## src/rtl/dmem_responder.sv

```systemverilog
// Data-memory responder for the datapath load/store port: one word access at a time,
// LATENCY wait states, stall generation and misaligned/out-of-range flagging.
module dmem_responder #(
    parameter int n       = 32,
    parameter int DEPTH   = 64,
    parameter int LATENCY = 2
) (
    input  logic         clk,
    input  logic         rst,
    input  logic         req_valid,
    input  logic         req_we,
    input  logic [n-1:0] req_addr,
    input  logic [n-1:0] req_wdata,
    output logic         req_ready,
    output logic         resp_valid,
    output logic [n-1:0] resp_rdata,
    output logic         addr_err,
    output logic         stall
);

    localparam int            IW   = (DEPTH > 1) ? $clog2(DEPTH) : 1;
    localparam int            CW   = (LATENCY > 0) ? $clog2(LATENCY + 1) : 1;
    localparam logic [CW-1:0] LAST = CW'(LATENCY);

    typedef enum logic [1:0] {
        IDLE,
        WAIT,
        RESP
    } state_e;

    state_e        state_q;
    logic [CW-1:0] cnt_q;

    // Request captured at accept; later input changes are ignored.
    logic          we_q;
    logic          err_q;
    logic [IW-1:0] idx_q;
    logic [n-1:0]  wdata_q;

    logic          req_ready_q;
    logic          resp_valid_q;
    logic          addr_err_q;
    logic [n-1:0]  resp_rdata_q;

    logic [n-1:0]  mem [DEPTH];

    logic          in_err;
    logic [IW-1:0] in_idx;
    logic          accept;
    logic          wait_done;
    logic          mem_we;
    logic [IW-1:0] mem_idx;
    logic [n-1:0]  mem_wdata;

    // Byte addresses at or above DEPTH*4 have a set bit above the word index.
    assign in_err    = (req_addr[1:0] != 2'b00) | (|req_addr[n-1:IW+2]);
    assign in_idx    = req_addr[IW+1:2];

    assign accept    = (state_q == IDLE) && req_valid;
    assign wait_done = (state_q == WAIT) && (cnt_q == LAST);

    // A zero-latency store commits on its accept edge, straight from the inputs.
    assign mem_we    = (state_q == IDLE) ? (accept && (LATENCY == 0) && req_we && !in_err)
                                         : (wait_done && we_q && !err_q);
    assign mem_idx   = (state_q == IDLE) ? in_idx : idx_q;
    assign mem_wdata = (state_q == IDLE) ? req_wdata : wdata_q;

    assign stall      = ((state_q == IDLE) && req_valid) || (state_q == WAIT);
    assign req_ready  = req_ready_q;
    assign resp_valid = resp_valid_q;
    assign resp_rdata = resp_rdata_q;
    assign addr_err   = addr_err_q;

    // NOTE: the array has no reset; clearing it would turn it into flops and a reset tree.
    always_ff @(posedge clk) begin
        if (mem_we) begin
            mem[mem_idx] <= mem_wdata;
        end
    end

    // NOTE: all state updates use <= so every register samples pre-edge values.
    always_ff @(posedge clk or negedge rst) begin
        if (!rst) begin
            state_q      <= IDLE;
            cnt_q        <= '0;
            we_q         <= 1'b0;
            err_q        <= 1'b0;
            idx_q        <= '0;
            wdata_q      <= '0;
            req_ready_q  <= 1'b1;
            resp_valid_q <= 1'b0;
            addr_err_q   <= 1'b0;
            resp_rdata_q <= '0;
        end else begin
            case (state_q)
                IDLE: begin
                    if (req_valid) begin
                        we_q        <= req_we;
                        err_q       <= in_err;
                        idx_q       <= in_idx;
                        wdata_q     <= req_wdata;
                        req_ready_q <= 1'b0;
                        if (LATENCY == 0) begin
                            state_q      <= RESP;
                            resp_valid_q <= 1'b1;
                            addr_err_q   <= in_err;
                            resp_rdata_q <= (req_we || in_err) ? '0 : mem[in_idx];
                        end else begin
                            state_q <= WAIT;
                            cnt_q   <= CW'(1);
                        end
                    end
                end
                WAIT: begin
                    if (cnt_q == LAST) begin
                        state_q      <= RESP;
                        cnt_q        <= '0;
                        resp_valid_q <= 1'b1;
                        addr_err_q   <= err_q;
                        resp_rdata_q <= (we_q || err_q) ? '0 : mem[idx_q];
                    end else begin
                        cnt_q <= cnt_q + 1'b1;
                    end
                end
                RESP: begin
                    // Read data is left in place after the pulse.
                    state_q      <= IDLE;
                    resp_valid_q <= 1'b0;
                    addr_err_q   <= 1'b0;
                    req_ready_q  <= 1'b1;
                end
                default: begin
                    state_q      <= IDLE;
                    cnt_q        <= '0;
                    resp_valid_q <= 1'b0;
                    addr_err_q   <= 1'b0;
                    req_ready_q  <= 1'b1;
                end
            endcase
        end
    end

endmodule

```

## config.mk

```make
export PLATFORM = sky130hd
export DESIGN_NAME = dmem_responder
export DESIGN_NICKNAME = d
export VERILOG_FILES = /design/src/rtl/dmem_responder.sv
export SDC_FILE = /design/constraint.sdc
export NUM_CORES = 2
export LEC_CHECK = 0
export BUFFER_PORTS_ARGS = -buffer_cell sky130_fd_sc_hd__clkbuf_2
export CORE_ASPECT_RATIO = 0.6
export CORE_MARGIN = 4
export CORE_UTILIZATION = 55
export CTS_CLUSTER_DIAMETER = 200
export DETAILED_ROUTE_END_ITERATION = 7
export PLACE_DENSITY = 0.71
export SETUP_SLACK_MARGIN = 0.4
export SLEW_MARGIN = 15
export SYNTH_ARGS = -nofsm -noshare
export SYNTH_HDL_FRONTEND = slang
export SYNTH_SLANG_ARGS = --single-unit
```

## constraint.sdc

```tcl
create_clock -name clk -period 4.7 [get_ports clk]
set_clock_uncertainty 0.15 [all_clocks]
set_input_delay 0.94 -clock clk [delete_from_list [all_inputs] [get_ports clk]]
set_output_delay 0.94 -clock clk [all_outputs]
set_load 0.03 [all_outputs]
```

== Word-level counts from Yosys, hierarchy flattened ==
Memories as Yosys holds them, arrays and structs flattened.
Cells that the tools add are included.
Operators by class
  multiplexer cells: 17
  add/subtract/negate cells: 1
  reductions and logical operators: 16
  bitwise logic cells: 4
  equality and inequality tests: 5
Operators with widths (number)
  $mux 32: 2
  $reduce_or 24->1: 1
  $reduce_and 2->1: 6
  $mux 1: 6
  $mux 2: 3
  $mux 6: 1
  $pmux 1 s2: 3
  $pmux 2 s3: 1
  $eq 2x2->1 const B: 2
  $logic_and 1x1->1: 4
  $pmux 2 s2: 1
  $not 1->1: 3
  $add 2x1->2 const B: 1
  $eq 2x1->1 const B: 1
  $logic_not 2->1: 1
  $logic_or 1x1->1: 2
  $ne 2x1->1 const B: 1
  $ne 2x2->1 const B: 1
  $reduce_bool 2->1: 1
  $logic_not 1->1: 1
  $or 1x1->1: 1
Word-level totals
  RAM bits: 2048
  memories kept: 1
  bits of input ports: 68
  logic and storage cells: 54
  bits in registers: 79
  output and inout bits: 36
Memories
  mem: depth 64, bits a word 32, rd ports 1, clocked after memory_dff 0, wr ports 1, line 45  | logic [n-1:0] mem [DEPTH];

== Depth between registers and ports, before layout ==
  word-level depth: 7
  gate-level depth with buffers: 11
  mapped depth without buffers: 6

== Worst setup path after synthesis ==
No wires, ideal clock.
  kind: register -> register
  start point: reg idx_q[0]
  end point: mem mem[32][0] (enable)
  arrival time: 3.236 ns
  path slack: 0.893 ns
  clock period less this slack: 3.807 ns
  cell stages (with the launch flop): 9
  path buffers: 5
  library setup time: 0.421 ns
  required time: 4.129 ns
  path through: dfrtp_1 -> buf_6 -> buf_6 -> buf_6 -> buf_6 -> buf_6 -> nor4b_1 -> nand2_1 -> nor2_1
On the way
  longest elaborated chain between the ends: 1
RTL lines
  from (decl): line 37  | logic [IW-1:0] idx_q;
  from (signal assigned): line 100  | idx_q <= in_idx;
  $mux 6: line 65  | assign mem_idx = (state_q == IDLE) ? in_idx : idx_q;
  to (decl): line 45
Every way passes these cells.

== Final worst setup path ==
  start point: reg idx_q[0]
  end point: reg resp_rdata_q[3] (netlist: resp_rdata[3])
On the way
  longest elaborated chain between the ends: 2
RTL lines
  $mem_v2 64x32
  $mux 32: line 120  | resp_rdata_q <= (we_q || err_q) ? '0 : mem[idx_q];
  to (signal assigned): line 107  | resp_rdata_q <= (req_we || in_err) ? '0 : mem[in_idx];
  to (signal assigned): line 120
  to (decl): line 43  | logic [n-1:0] resp_rdata_q;
Every way passes these cells.
A chain may end at the register's enable or synchronous reset.

==> flow_summary.ini <==
[setup_path]
max_stage_delay_ns = 0.94
cp_max_fo = 39
worstPathCellList = buf_12, mux4_2, mux2i_1, o22ai_1, a2111oi_0, o21ai_0
r2r_setup_slack_ns = 0.71
worstSetupPathType = flip-flop to flip-flop
critical_path.startpoint_type = flip-flop
rr_startpoint = idx_q[0]
worstPathArrival_ns = 4.49
crit_family = compound AO/OA/AOI/OAI gates
cp_num_buf_inv = 1
r2r_cells = 6
crit_path_end_kind = flip-flop
r2r_end = resp_rdata[3]
timing.critical_path.slowest_stage_cell = dfrtp_4
cp.required_ns = 5.20

[sta]
setup_tns_ns = 0
relSlewSlack = 0.170
tightest_slew_ns = 1.25
slew_violations = 0
post-route-period-util = 0.850
rsz0062_at_grt = no
fmax_mhz = 250
hold_violations = 0
period_needed_ns = 3.99
setup_viol = 0

[drt]
drcViolationCount = 0
firstDrtPassIters = 6
ant_nets = 0
wl_per_cell_um = 36.2
routed_via_density = 6.77
vias = 40371
dr.first_iter.drc_count = 6592
wl_um = 216000

[floorplanning]
start_util = 0.554
die_w_um = 505
row_count = 109
die_area_mm2 = 0.155
pin_count = 104
die_h_um = 306
core_mm2 = 0.147

[global_routing]
grt_overflow = 0
grt_usage = 0.280
grt_max_degree = 130
grt_pass1_wl_um = 303000
grt_pass1_vias = 38955
antenna_found_initial = 11

[clock_network]
numCtsBuffers = 175
clk_pin_slew_worst_paths_ns = 0.07
root_buffer = clkbuf_16
cts_htree_levels = 4
cts_tree = built
cts_hold_buf = 0
clock-sinks = 2127
clock_latency_ns = 0.81
cts_resized = 0
cts_setup_buffers = 0
cts_buffer_depth = 3

[pwr]
ir_worst_vdd_mv = 0.648
p_leak_nw = 29.1
power_density_mw_per_mm2 = 628

[cells_and_area]
final_common_cell = edfxtp_1
fill_cells = 9712
layout_common_cells = edfxtp_1, mux4_2, clkbuf_16
utilization = 0.622
drive_gt1_frac = 0.315
fin_cells = 5961
fin_nets = 3932
syn2layout_area_growth_pct = 12.3

[synth]
syn_nets = 3647
synth-seq-cells = 2127
synthTopCellsByArea = edfxtp_1, mux4_2, dfrtp_1
ys.flop_type = edfxtp_1
synth-seq-area-share = 0.778
netlist_area_mm2 = 0.0816
yosys.area.top_type = edfxtp_1
ys_types = 49
synthDominantCellAreaShare = 0.754
avgSynthCellArea_um2 = 22.8
async_flop_share = 0.0371
ys_warn_count = 0
synth-edff-count = 2048
synth_cells = 3579

[place]
io_buffers = 103
gp_congestion = 0.900
hpwl_um = 128000
dp_cells = 5629

[outcome]
status = finished clean

[run]
cap_violations = 0

[worst_hold_path]
min_path_type = input port to asynchronous set/reset pin
[cells in the mapped netlist (3+ instances only)]
master     number
buf_2          72
mux4_2        526
mux2i_1       120
buf_4          23
a221oi_1       23
a211oi_1       23
nand2b_1        4
dfrtp_1        78
a2111oi_0       4
nor2_1        100
nand2_1        85
and2_1          9
edfxtp_1     2048
nand3_1        32
nor2b_1        25
clkbuf_1       63
o2111ai_1       3
a22o_1          6
o41ai_1         3
a22oi_1        63
a221o_1         3
a221oi_2        7
nand4_1         5
a21oi_1        52
a31oi_1         5
o22ai_1        13
buf_6          21
nor4_1         10
buf_1          15
o21ai_0        14
mux2_2         96
inv_1           5
nor3_1          3
[per-stage QoR]
| step | power, mW | cell area, µm² | worst slack, ns | hold slack, ns |
|---|---|---|---|---|
| after floorplan | 36.1 | 81600 | 0.893 | 0.327 |
| after global placement | 42.6 | 85900 | 0.784 | 0.330 |
| after detailed placement | 42.9 | 85900 | 0.707 | 0.342 |
| after CTS | 57.4 | 91600 | 0.728 | 0.0950 |
| after global routing | 59.4 | 91600 | 0.515 | 0.129 |
| final | 57.6 | 91700 | 0.706 | 0.126 |
[area by class of cell]
cell class / count / area, µm² / share of cell area
multi-input cells: 1252 / 17600 / 0.192
clock inverters: 105 / 1030 / 0.0113
clock buffers: 223 / 4690 / 0.0512
well taps: 1942 / 2430 / 0.0265
flip-flops and latches: 2127 / 63500 / 0.693
diodes: 4 / 10.0 / 0.000109
inverters: 6 / 22.5 / 0.000246
repair buffers: 302 / 2400 / 0.0262
[logic make-up after synthesis]
group / Yosys count / synth area share
AND/OR/NAND/NOR: 281 / 0.0155
flip-flops: 2127 / 0.778
multiplexers: 742 / 0.173
buffers and inverters: 200 / 0.0133
AO/OA/AOI/OAI: 229 / 0.0201
[worst max path at each step]
stage	slack [ns]	startpoint	end	depth (start not counted)
6_report	0.71	idx_q[0]	resp_rdata[3]	6
5_1_grt	0.52	idx_q[0]	resp_rdata[3]	6
3_5_place_dp	0.71	idx_q[0]	resp_rdata[3]	6
3_3_place_gp	0.78	idx_q[0]	resp_rdata[3]	6
2_1_floorplan	0.89	idx_q[0]	mem[32][0]	8
4_1_cts	0.73	idx_q[0]	resp_rdata[3]	6
[report_power, final]
| group | leakage [nW] | total (mW) | switching (mW) | internal [mW] |
|---|---|---|---|---|
| combinational | 6.84 | 17.7 | 11.3 | 6.37 |
| clock | 2.79 | 14.8 | 6.72 | 8.05 |
| sequential | 19.4 | 25.1 | 0.636 | 24.5 |
| total | 29.1 | 57.6 | 18.7 | 38.9 |
[sequential cells by signal, indices dropped and copies added, names as in the netlist, 2 cells and up]
name / cells
idx_q: 6
cnt_q: 2
resp_rdata: 32
state_q: 2
mem: 2048
wdata_q: 32
[routing by layer]
metal | vias up | wire length, µm | global-route usage
met4 | 4 | 4650 | 0.0680
li1 | 15745 | - | -
met5 | - | 199 | 0.00845
met3 | 275 | 35000 | 0.108
met2 | 3063 | 91200 | 0.377
met1 | 21284 | 84500 | 0.434
Power figures use the tool's default switching activity.
